==> src/rtl/alu_pkg.sv <==
// rtl/alu_pkg.sv - shared opcode, flag and writeback entry definitions
package alu_pkg;

  localparam logic [2:0] OP_ADD = 3'b000;
  localparam logic [2:0] OP_XOR = 3'b001;
  localparam logic [2:0] OP_AND = 3'b010;
  localparam logic [2:0] OP_OR  = 3'b011;
  localparam logic [2:0] OP_NOR = 3'b100;
  localparam logic [2:0] OP_SL  = 3'b101;
  localparam logic [2:0] OP_SR  = 3'b110;

  // Bit positions inside the {N,Z,C,V} status register.
  localparam int FLAG_N = 3;
  localparam int FLAG_Z = 2;
  localparam int FLAG_C = 1;
  localparam int FLAG_V = 0;

  // Width-independent part of a buffered entry. Result and destination
  // index are parameterised by the stage and are packed around this.
  typedef struct packed {
    logic       cout;
    logic       z;
    logic       n;
    logic       o;
    logic [2:0] opcode;
    logic       flag_we;
  } wb_entry_t;

  localparam int ENTRY_SIDE_W = $bits(wb_entry_t);

endpackage

==> src/rtl/wb_fifo.sv <==
// rtl/wb_fifo.sv - in-order synchronous FIFO for the writeback stage
//
// Ports:
//   clk, rst_n        clock, asynchronous active-low reset
//   push, wdata       write one word (ignored when full)
//   pop               drop the head word (ignored when empty)
//   rdata             head word, 0 while empty
//   occupancy         words held, 0..DEPTH
//   full, empty       occupancy == DEPTH / occupancy == 0
module wb_fifo #(
  parameter int W     = 40,
  parameter int DEPTH = 4
) (
  input  logic                     clk,
  input  logic                     rst_n,
  input  logic                     push,
  input  logic [W-1:0]             wdata,
  input  logic                     pop,
  output logic [W-1:0]             rdata,
  output logic [$clog2(DEPTH):0]   occupancy,
  output logic                     full,
  output logic                     empty
);

  localparam int AW = $clog2(DEPTH);

  logic [W-1:0]  mem [DEPTH];
  logic [AW-1:0] wptr;
  logic [AW-1:0] rptr;
  logic [AW:0]   count;

  logic do_push;
  logic do_pop;

  assign full    = (count == (AW+1)'(DEPTH));
  assign empty   = (count == '0);
  assign do_push = push && !full;
  assign do_pop  = pop && !empty;

  assign occupancy = count;
  assign rdata     = empty ? '0 : mem[rptr];

  // Storage is not reset; only pointers and count define validity.
  always_ff @(posedge clk) begin
    if (do_push) mem[wptr] <= wdata;
  end

  // DEPTH is a power of two, so natural pointer overflow wraps modulo DEPTH.
  always_ff @(posedge clk or negedge rst_n) begin
    if (!rst_n) begin
      wptr  <= '0;
      rptr  <= '0;
      count <= '0;
    end else begin
      if (do_push) wptr <= wptr + 1'b1;
      if (do_pop)  rptr <= rptr + 1'b1;
      case ({do_push, do_pop})
        2'b10:   count <= count + 1'b1;
        2'b01:   count <= count - 1'b1;
        default: count <= count;
      endcase
    end
  end

endmodule

==> src/rtl/alu_wb_stage.sv <==
// rtl/alu_wb_stage.sv - ALU writeback stage with status flags and sticky overflow
//
// Ports:
//   clk, rst_n                      clock, asynchronous active-low reset
//   in_valid/in_ready               ALU entry handshake
//   in_result, in_cout, in_z, in_n,
//   in_o, in_opcode, in_rd,
//   in_flag_we                      entry payload
//   wb_valid/wb_ready               register-file write handshake
//   wb_data, wb_rd                  head entry result and destination
//   flags                           {N,Z,C,V} of retired entries
//   ovf_sticky, clr_sticky          sticky ADD overflow and its clear
//   occupancy                       entries buffered
module alu_wb_stage
  import alu_pkg::*;
#(
  parameter int DATA_W = 32,
  parameter int REG_AW = 3,
  parameter int DEPTH  = 4
) (
  input  logic                   clk,
  input  logic                   rst_n,
  input  logic                   in_valid,
  output logic                   in_ready,
  input  logic [DATA_W-1:0]      in_result,
  input  logic                   in_cout,
  input  logic                   in_z,
  input  logic                   in_n,
  input  logic                   in_o,
  input  logic [2:0]             in_opcode,
  input  logic [REG_AW-1:0]      in_rd,
  input  logic                   in_flag_we,
  output logic                   wb_valid,
  input  logic                   wb_ready,
  output logic [DATA_W-1:0]      wb_data,
  output logic [REG_AW-1:0]      wb_rd,
  output logic [3:0]             flags,
  output logic                   ovf_sticky,
  input  logic                   clr_sticky,
  output logic [$clog2(DEPTH):0] occupancy
);

  localparam int ENTRY_W = DATA_W + REG_AW + ENTRY_SIDE_W;

  wb_entry_t            in_side;
  wb_entry_t            head_side;
  logic [ENTRY_W-1:0]   wdata;
  logic [ENTRY_W-1:0]   rdata;
  logic                 full;
  logic                 empty;
  logic                 push;
  logic                 pop;
  logic [3:0]           flags_q;
  logic                 sticky_q;
  logic                 head_is_add;

  assign in_side.cout    = in_cout;
  assign in_side.z       = in_z;
  assign in_side.n       = in_n;
  assign in_side.o       = in_o;
  assign in_side.opcode  = in_opcode;
  assign in_side.flag_we = in_flag_we;

  assign wdata = {in_result, in_rd, in_side};
  assign {wb_data, wb_rd, head_side} = rdata;

  // Ready depends only on stored state: a full stage never accepts, even
  // if the head is leaving in the same cycle.
  assign in_ready = !full;
  assign wb_valid = !empty;
  assign push     = in_valid && in_ready;
  assign pop      = wb_valid && wb_ready;

  wb_fifo #(
    .W     (ENTRY_W),
    .DEPTH (DEPTH)
  ) u_fifo (
    .clk       (clk),
    .rst_n     (rst_n),
    .push      (push),
    .wdata     (wdata),
    .pop       (pop),
    .rdata     (rdata),
    .occupancy (occupancy),
    .full      (full),
    .empty     (empty)
  );

  assign head_is_add = (head_side.opcode == OP_ADD);

  // Flags track retired entries only; carry and overflow are meaningful
  // just for ADD, so other opcodes leave C and V alone.
  always_ff @(posedge clk or negedge rst_n) begin
    if (!rst_n) begin
      flags_q <= 4'b0000;
    end else if (pop && head_side.flag_we) begin
      flags_q[FLAG_N] <= head_side.n;
      flags_q[FLAG_Z] <= head_side.z;
      if (head_is_add) begin
        flags_q[FLAG_C] <= head_side.cout;
        flags_q[FLAG_V] <= head_side.o;
      end
    end
  end

  // Set has priority over clear so an overflow retiring alongside a
  // clear request is never lost.
  always_ff @(posedge clk or negedge rst_n) begin
    if (!rst_n) begin
      sticky_q <= 1'b0;
    end else if (pop && head_side.flag_we && head_is_add && head_side.o) begin
      sticky_q <= 1'b1;
    end else if (clr_sticky) begin
      sticky_q <= 1'b0;
    end
  end

  assign flags      = flags_q;
  assign ovf_sticky = sticky_q;

endmodule
==> config.mk <==
export PLATFORM = sky130hd
export DESIGN_NAME = alu_wb_stage
export DESIGN_NICKNAME = d
export VERILOG_FILES = /design/src/rtl/alu_pkg.sv /design/src/rtl/wb_fifo.sv /design/src/rtl/alu_wb_stage.sv
export SDC_FILE = /design/constraint.sdc
export NUM_CORES = 1
export LEC_CHECK = 0
export ABC_AREA = 1
export CAP_MARGIN = 20
export CORE_MARGIN = 4
export CORE_UTILIZATION = 50
export DETAILED_ROUTE_END_ITERATION = 7
export MAX_ROUTING_LAYER = met4
export PLACE_DENSITY = 0.77
export SYNTH_ARGS = -nofsm -noshare
export SYNTH_HDL_FRONTEND = slang
export SYNTH_HIERARCHICAL = 1
export SYNTH_SLANG_ARGS = --single-unit
export TNS_END_PERCENT = 10
==> constraint.sdc <==
create_clock -name clk -period 6.3 [get_ports clk]
set_input_delay 1.26 -clock clk [delete_from_list [all_inputs] [get_ports clk]]
set_output_delay 1.26 -clock clk [all_outputs]
set_load 0.005 [all_outputs]
==> results_dict.tcl, run 1 <==
set metrics [dict create \
    gp_congestion 0.734 \
    cts_tree "yes" \
    synth.most_common_cell "nand2_1" \
    synth_fa_ha_area_frac 0.0103 \
    synth_edf_count 172 \
    cap_violations 0 \
    cts_buffers 17 \
    initial_utilization 0.518 \
    yosysTopAreaCell "edfxtp_1" \
    regToRegSetupSlack_ns 3.47 \
    vdd_drop_max_mv 0.266 \
    fin_nets 911 \
    synth-seq-area-share 0.683 \
    avgRoutedWirePerCell_um 15.3 \
    path_class "register to output pin" \
    relSlewSlack 0.286 \
    finalHoldViolations 0 \
    dieHeight_um 134 \
    grt_max_degree 90 \
    endpoint_kind "output pin" \
    hpwlAfterDp_um 9440 \
    syn_area_um2 8000 \
    crit_start "u_fifo/rptr[0]" \
    finalWirelength_um 16600 \
    holdPathStages 2 \
    rsz0062_at_grt "no" \
    core_region_area_um2 15400 \
    crit-reg2reg-launch "u_fifo/occupancy[1]" \
    antenna_found_initial 0 \
    yosysTopAreaCellShare 0.646 \
    overflow 0 \
    synthArstFlopShare 0.0652 \
    dieArea_um2 18100 \
    vias 5266 \
    min_to "flags[1]" \
    finalCritPeriodShare 0.776 \
    synth_top_family_by_area "simple AND/OR/NAND/NOR gates" \
    final_core_util 0.628 \
    grt_pass1_wl_um 26200 \
    r2r_end "u_fifo/occupancy[1]" \
    cp_num_buf_inv 3 \
    outcome "completed" \
    synth_flop_cell "edfxtp_1" \
    ant_nets 0 \
    yosysWarnings 6 \
    vias_per_cell 4.87 \
    rows 45 \
    cts_max_level 4 \
    slew_violations 0 \
    slowest_stage "dfrtp_4" \
    root_buffer "clkbuf_16" \
    io_pins 93 \
    syn-num-nets 827 \
    p_leak_nw 4.24 \
    min_period_ns 4.89 \
    synth_mux_area_frac 0 \
    required_ns 5.04 \
    synth_cells 773 \
    skew_ns 0.00653 \
    setup_tns_ns 0 \
    place_inst 1049 \
    synth_xor_xnor_area_share 0.00219 \
    clk_path_buf_depth 2 \
    yosys-top-cells-area "edfxtp_1 65%, nand2_1 9.5%, inv_1 9.0%, nand3_1 5.8%, dfrtp_1 3.8%" \
    setup_slack_ns 1.41 \
    crit_arrival_ns 3.63 \
    clkTransAtPathRegs_ns 0.07 \
    hold_class "register to register" \
    finalSetupViolations 0 \
    critical_path.top_delay_family "buffers and inverters" \
    place_ws_ns 1.92 \
    critPathLaunchType "register" \
    powerDensity_nw_per_um2 470 \
    cts_setup_buffers 0 \
    final_cell_count_no_fill 1081 \
    ys_ff_latch 184 \
    detailedRoute.firstIterationViolations 369 \
    clk_latency_ns 0.43 \
    diodes 0 \
    finalPower_w 0.00456 \
    area_growth_pct 21.2 \
    hold_path.startpoint "flags[1]" \
    cts_resized 0 \
    clock.fmax_mhz 205 \
    crit_chain "inv_2 > buf_4 > nand2_1 > nand3_1 > a21oi_1 > clkdlybuf4s50_1" \
    synth.avg_cell_area_um2 10.3 \
    drc 0 \
    critPathMaxStageDelay_ns 1.06 \
    die_w_um 134 \
    yosys.area_share.simple 0.161 \
    globalRouteTotalUtil 0.195 \
    clock_sinks 184 \
    worst_slew_pin_slew_ns 1.07 \
    synth_compound_area_frac 0.0282 \
    drive_above_1_share 0.0598 \
    synth.top_cells.by_count "203 x nand2_1, 192 x inv_1, 172 x edfxtp_1, 92 x nand3_1, 43 x a21oi_1" \
    ff2ff_path_depth 12 \
    holdBufCountCts 0 \
    synth_cell_type_count 22 \
    grt_pass1_vias 5262 \
    firstDrtPassIters 5 \
    io_buffers 92 \
    path_max_fanout 89 \
]
[worst max-delay path by stage]
| stage | endpoint | slack, ns | depth (start not counted) |
|---|---|---|---|
| final | wb_data[25] | 1.41 | 6 |
| after global routing | wb_data[25] | 1.19 | 6 |
| after CTS | wb_data[25] | 1.42 | 6 |
| after detailed placement | wb_data[25] | 1.92 | 6 |
| after global placement | wb_data[25] | 2.00 | 6 |
| after floorplan | u_fifo/mem[0][0] | 2.44 | 4 |
[power breakdown]
group	switching [W]	internal, W	total [W]
clock	0.000451	0.000666	0.00112
combinational	0.000891	0.000718	0.00161
sequential	0.000210	0.00162	0.00183
[routing by layer]
metal  wire length [µm]  global-route usage  vias up  part of all wire
met3                858              0.0369       15             0.052
met4                222              0.0673        0             0.013
met2               8560               0.335      147              0.52
li1                   -                   -     2594                 -
met5                  0                   -        -                 0
met1               6920               0.231     2510              0.42
[registers in the layout, indices dropped and copies added (netlist names)]
| signal | count |
|---|---|
| u_fifo/mem | 172 |
| flags | 4 |
| u_fifo/occupancy | 3 |
| u_fifo/rptr | 2 |
| u_fifo/wptr | 2 |
| ovf_sticky | 1 |
[worst min-delay path, stage by stage (launching register included)]
cell and delay [ns]:
dfrtp_1 0.35, nand2_1 0.06, nand2_1 0.05
[cell usage in the layout, fill, tap and decap left out, types with 2 or more instances in the layout]
cell               n
xnor2_1            2
nand3_1           92
inv_6              4
nor2_1             3
nor2_4             4
buf_4              5
o21ai_0            2
nand2_1          203
ha_1               5
clkinv_4           2
inv_2              5
inv_1            192
a21oi_1           43
nor2_2             2
bufinv_16          4
edfxtp_1         172
clkbuf_16         17
clkdlybuf4s50_1   92
clkinv_2           5
dfrtp_1           10
[stage by stage]
step | cell area (µm²) | hold slack, ns
after global placement | 9070 | 0.459
after CTS | 9690 | 0.489
final | 9690 | 0.484
after detailed placement | 9070 | 0.466
after global routing | 9690 | 0.518
after floorplan | 8000 | 0.465
[logic make-up after synthesis]
family                     count (synthesis)
AOI/OAI and AO/OA                         45
xor gates and xnor gates                   2
adders and majority gates                  6
buffers and inverters                    229
DFF                                      184
and+or+nand+nor                          307
[area by class of cell]
type | count | area, µm²
clock buffer | 17 | 425
clock inverter | 15 | 198
fill | 1242 | 5730
inverter | 197 | 739
multi-input combinational | 360 | 1640
sequential | 184 | 5470
tap | 211 | 264
timing repair buffer | 97 | 958
Power figures use the tool's default switching activity.
==> inputs of run 2 (changes only) <==
--- a/config.mk
+++ b/config.mk
@@ -11,7 +11,7 @@
 export CORE_UTILIZATION = 50
 export DETAILED_ROUTE_END_ITERATION = 7
 export MAX_ROUTING_LAYER = met4
-export PLACE_DENSITY = 0.77
+export PLACE_DENSITY = 0.8
 export SYNTH_ARGS = -nofsm -noshare
 export SYNTH_HDL_FRONTEND = slang
 export SYNTH_HIERARCHICAL = 1
==> constraint.sdc (replaced) <==
create_clock -name clk -period 4 [get_ports clk]
set_input_delay 0.8 -clock clk [delete_from_list [all_inputs] [get_ports clk]]
set_output_delay 0.8 -clock clk [all_outputs]
set_load 0.005 [all_outputs]
==> results_dict.tcl, run 2 (synthesis gave the netlist of run 1 again) <==
set metrics [dict create \
    outcome "completed" \
    finalWirelength_um 15600 \
    route.met3.wl_um 916 \
    ant_nets 0 \
    layout.cells.most_common_list "203 x nand2_1, 192 x inv_1, 172 x edfxtp_1, 92 x clkdlybuf4s50_1, 92 x nand3_1" \
    cts_buffers 17 \
    placedInstanceArea_um2 9130 \
    design_area_um2 9660 \
    grt_max_degree 59 \
    path_class "register to output pin" \
    finalHoldViolations 0 \
    cts_setup_buffers 0 \
    sw_frac_of_total 0.342 \
    antenna_found_initial 0 \
    detailedRoute.firstIterationViolations 411 \
    core_region_area_um2 15400 \
    overflow 0 \
    gp_congestion 0.758 \
    largest_reg_flops 172 \
    top_layer "met4" \
    drive_above_1_share 0.0594 \
    path_max_fanout 30 \
    required_ns 3.20 \
    endpoint_kind "output pin" \
    cts_resized 0 \
    fin_nets 917 \
    clock.fmax_mhz 310 \
    pwr-share-seq 0.383 \
    route.met2.wl_um 7960 \
    hpwlAfterDp_um 9350 \
    diodes 0 \
    dieHeight_um 134 \
    cts_max_level 4 \
    power.switching_w 0.00238 \
    p_leak_nw 4.22 \
    setup_slack_ns 0.769 \
    min_to "flags[0]" \
    wl_met1_um 6550 \
    regToRegSetupSlack_ns 1.63 \
    holdBufCountCts 0 \
    vias_per_cell 4.76 \
    vias 5174 \
    cap_violations 0 \
    dieArea_um2 18100 \
    powerDensity_nw_per_um2 719 \
    root_buffer "clkbuf_16" \
    drc 0 \
    slew_violations 0 \
    cts_tree "yes" \
    io_pins 93 \
    worst_slew_pin_slew_ns 0.675 \
    rows 45 \
    area_growth_pct 20.8 \
    rsz0062_at_grt "no" \
    grt_pass1_wl_um 25400 \
    vdd_drop_max_mv 0.373 \
    hold_class "register to register" \
    internal_power_w 0.00457 \
    finalSetupViolations 0 \
    setup_tns_ns 0 \
    finalCritPeriodShare 0.808 \
    clock_sinks 184 \
    clk_latency_ns 0.42 \
    hold_path.startpoint "flags[0]" \
    globalRouteTotalUtil 0.187 \
    initial_utilization 0.518 \
    firstDrtPassIters 5 \
    clkPwrFrac 0.219 \
    regMostFlops "u_fifo/mem" \
    relSlewSlack 0.550 \
    clkTransAtPathRegs_ns 0.07 \
    place_ws_ns 1.05 \
    crit_arrival_ns 2.43 \
    crit-reg2reg-launch "u_fifo/occupancy[1]" \
    clk_path_buf_depth 2 \
    grt_pass1_vias 5177 \
    pwr-share-comb 0.398 \
    final_common_cell "nand2_1" \
    holdPathStages 2 \
    die_w_um 134 \
    min_period_ns 3.23 \
    io_buffers 92 \
    critPathLaunchType "register" \
    r2r_end "u_fifo/mem[1][37]" \
    skew_ns 0.0114 \
    ff2ff_path_depth 7 \
    avgRoutedWirePerCell_um 14.4 \
]
[run 2: layout make-up]
type	instances	area, µm²
well taps	211	264
inverters	197	739
flip-flops and latches	184	5470
repair buffers	103	1020
clock buffers	20	437
clock inverters	11	98.8
multi-input cells	360	1640
fillers	1206	5770
[run 2: worst max path at each step]
stage                              from           endpoint  slack [ns]
finish              u_fifo/occupancy[1]        wb_data[22]        0.77
global route        u_fifo/occupancy[1]         wb_data[6]        0.63
CTS                 u_fifo/occupancy[1]        wb_data[22]        0.74
detailed placement             in_valid  u_fifo/mem[1][30]        1.05
global placement               in_valid  u_fifo/mem[1][40]        1.07
floorplan                      in_valid   u_fifo/mem[0][0]        0.60
[run 2: metal layers]
layer  global-route usage  vias to the layer above
li1                     -                     2605
met1                0.226                     2398
met2                0.321                      154
met3               0.0313                       17
met4               0.0650                        0
met5                    -                        -
[run 2: power groups by stage]
stage	Sequential (W)	Clock, W	Combinational, W
floorplan	0.00269	0	0.00159
global placement	0.00269	0	0.00273
detailed placement	0.00270	0	0.00278
CTS	0.00266	0.00155	0.00281
global route	0.00269	0.00165	0.00309
finish	0.00266	0.00152	0.00277
[run 2: per-stage QoR]
step / hold WS [ns] / total power, W / instances / utilization
6_report: 0.480 / 0.00695 / 1086 / 0.626
4_1_cts: 0.489 / 0.00703 / 1086 / 0.626
3_5_place_dp: 0.470 / 0.00548 / 1055 / 0.592
3_3_place_gp: 0.466 / 0.00542 / 1055 / 0.592
5_1_grt: 0.509 / 0.00743 / 1086 / 0.626
2_1_floorplan: 0.465 / 0.00428 / 773 / -
[run 2: critical path: stages (launching register included)]
cell and delay, ns:
dfrtp_1 0.40, inv_1 0.12, nand3_1 0.15, inv_2 0.28
buf_4 0.42, a21oi_1 0.14, clkdlybuf4s50_1 0.48
==> inputs of run 3 (changes only) <==
--- a/config.mk
+++ b/config.mk
@@ -11,7 +11,7 @@
 export CORE_UTILIZATION = 50
 export DETAILED_ROUTE_END_ITERATION = 7
 export MAX_ROUTING_LAYER = met4
-export PLACE_DENSITY = 0.8
+export PLACE_DENSITY = 0.77
 export SYNTH_ARGS = -nofsm -noshare
 export SYNTH_HDL_FRONTEND = slang
 export SYNTH_HIERARCHICAL = 1
==> constraint.sdc (replaced) <==
create_clock -name clk -period 3.1 [get_ports clk]
set_input_delay 0.62 -clock clk [delete_from_list [all_inputs] [get_ports clk]]
set_output_delay 0.62 -clock clk [all_outputs]
set_load 0.005 [all_outputs]
==> results_dict.tcl, run 3 (synthesis gave the netlist of run 1 again) <==
set metrics [dict create \
    outcome "completed" \
    root_buffer "clkbuf_16" \
    finalSetupViolations 0 \
    worst_slew_pin_slew_ns 0.575 \
    crit-reg2reg-launch "u_fifo/occupancy[1]" \
    area_growth_pct 23.2 \
    holdBufCountCts 0 \
    detailedRoute.firstIterationViolations 348 \
    die_w_um 134 \
    dieHeight_um 134 \
    final_common_cell "nand2_1" \
    hpwlAfterDp_um 9650 \
    p_leak_nw 4.29 \
    critPathLaunchType "register" \
    cts_resized 0 \
    slew_violations 0 \
    finalPower_w 0.00943 \
    drive_above_1_share 0.0682 \
    crit_start "u_fifo/rptr[1]" \
    core_region_area_um2 15400 \
    grt_pass1_wl_um 26300 \
    final_cell_count_no_fill 1092 \
    dieArea_um2 18100 \
    clkTransAtPathRegs_ns 0.06 \
    skew_ns 0.00841 \
    cts_setup_buffers 0 \
    clock_sinks 184 \
    relSlewSlack 0.616 \
    fin_nets 921 \
    cts_tree "yes" \
    globalRouteTotalUtil 0.193 \
    place_inst 1059 \
    cts_max_level 4 \
    firstDrtPassIters 7 \
    drc 0 \
    finalCritPeriodShare 0.955 \
    vdd_drop_max_mv 0.523 \
    antenna_found_initial 1 \
    gp_congestion 0.738 \
    finalWirelength_um 16400 \
    crit_arrival_ns 2.34 \
    avgRoutedWirePerCell_um 15.0 \
    grt_max_degree 46 \
    path_max_fanout 26 \
    io_buffers 92 \
    hold_class "register to register" \
    required_ns 2.48 \
    vias 5292 \
    path_class "register to output pin" \
    regMostFlops "u_fifo/mem" \
    clk_path_buf_depth 2 \
    ant_nets 0 \
    layout.cells.most_common_list "203 x nand2_1, 192 x inv_1, 172 x edfxtp_1, 92 x clkdlybuf4s50_1, 92 x nand3_1" \
    place_ws_ns 0.470 \
    finalHoldViolations 0 \
    setup_tns_ns 0 \
    io_pins 93 \
    overflow 0 \
    endpoint_kind "output pin" \
    initial_utilization 0.518 \
    hold_path.startpoint "ovf_sticky" \
    grt_pass1_vias 5386 \
    largest_reg_flops 172 \
    cap_violations 0 \
    rows 45 \
    setup_slack_ns 0.139 \
    rsz0062_at_grt "no" \
    vias_per_cell 4.85 \
    cts_buffers 17 \
    min_period_ns 2.96 \
    clock.fmax_mhz 338 \
    powerDensity_nw_per_um2 957 \
    clk_latency_ns 0.42 \
]
## run 3: final cells by class
type	instances	area (µm²)
fillers	1203	5570
flip-flops and latches	184	5470
multi-input cells	360	1640
repair buffers	107	1100
inverters	197	739
clock buffers	18	429
well taps	211	264
clock inverters	14	205
diodes	1	2.50
## run 3: where the power goes
group,internal [W],switching [W]
logic,0.00159,0.00207
registers,0.00329,0.000179
clock network,0.00142,0.000874
## run 3: critical path, stage by stage, from the launching register on
cell	delay, ns
dfrtp_2	0.56
inv_2	0.11
buf_4	0.33
nand3_1	0.14
a21oi_1	0.22
clkdlybuf4s50_1	0.54
## run 3: worst paths after layout
kind                                       end  slack, ns  cells past startpoint
max reg2reg                u_fifo/occupancy[2]       0.83                     12
min reg2reg                         ovf_sticky       0.49                      2
min                                 ovf_sticky       0.49                      2
max in group asynchronous       u_fifo/rptr[0]       2.11                      1
max                                 wb_data[7]       0.14                      5
min in group asynchronous  u_fifo/occupancy[2]       0.57                      1
## run 3: metal layers
layer	wire length (µm)	GRT usage	vias to the layer above
met5	0	-	-
met4	233	0.0594	0
met3	748	0.0384	20
met2	8560	0.346	134
met1	6890	0.220	2519
li1	-	-	2619
## run 3: per-stage QoR
step                 util  instance area, µm²  hold slack (ns)
detailed placement  0.597                9210            0.463
CTS                 0.638                9840            0.489
finish              0.639                9850            0.488
floorplan               -                8000            0.324
global route        0.639                9850            0.518
global placement    0.597                9210            0.468
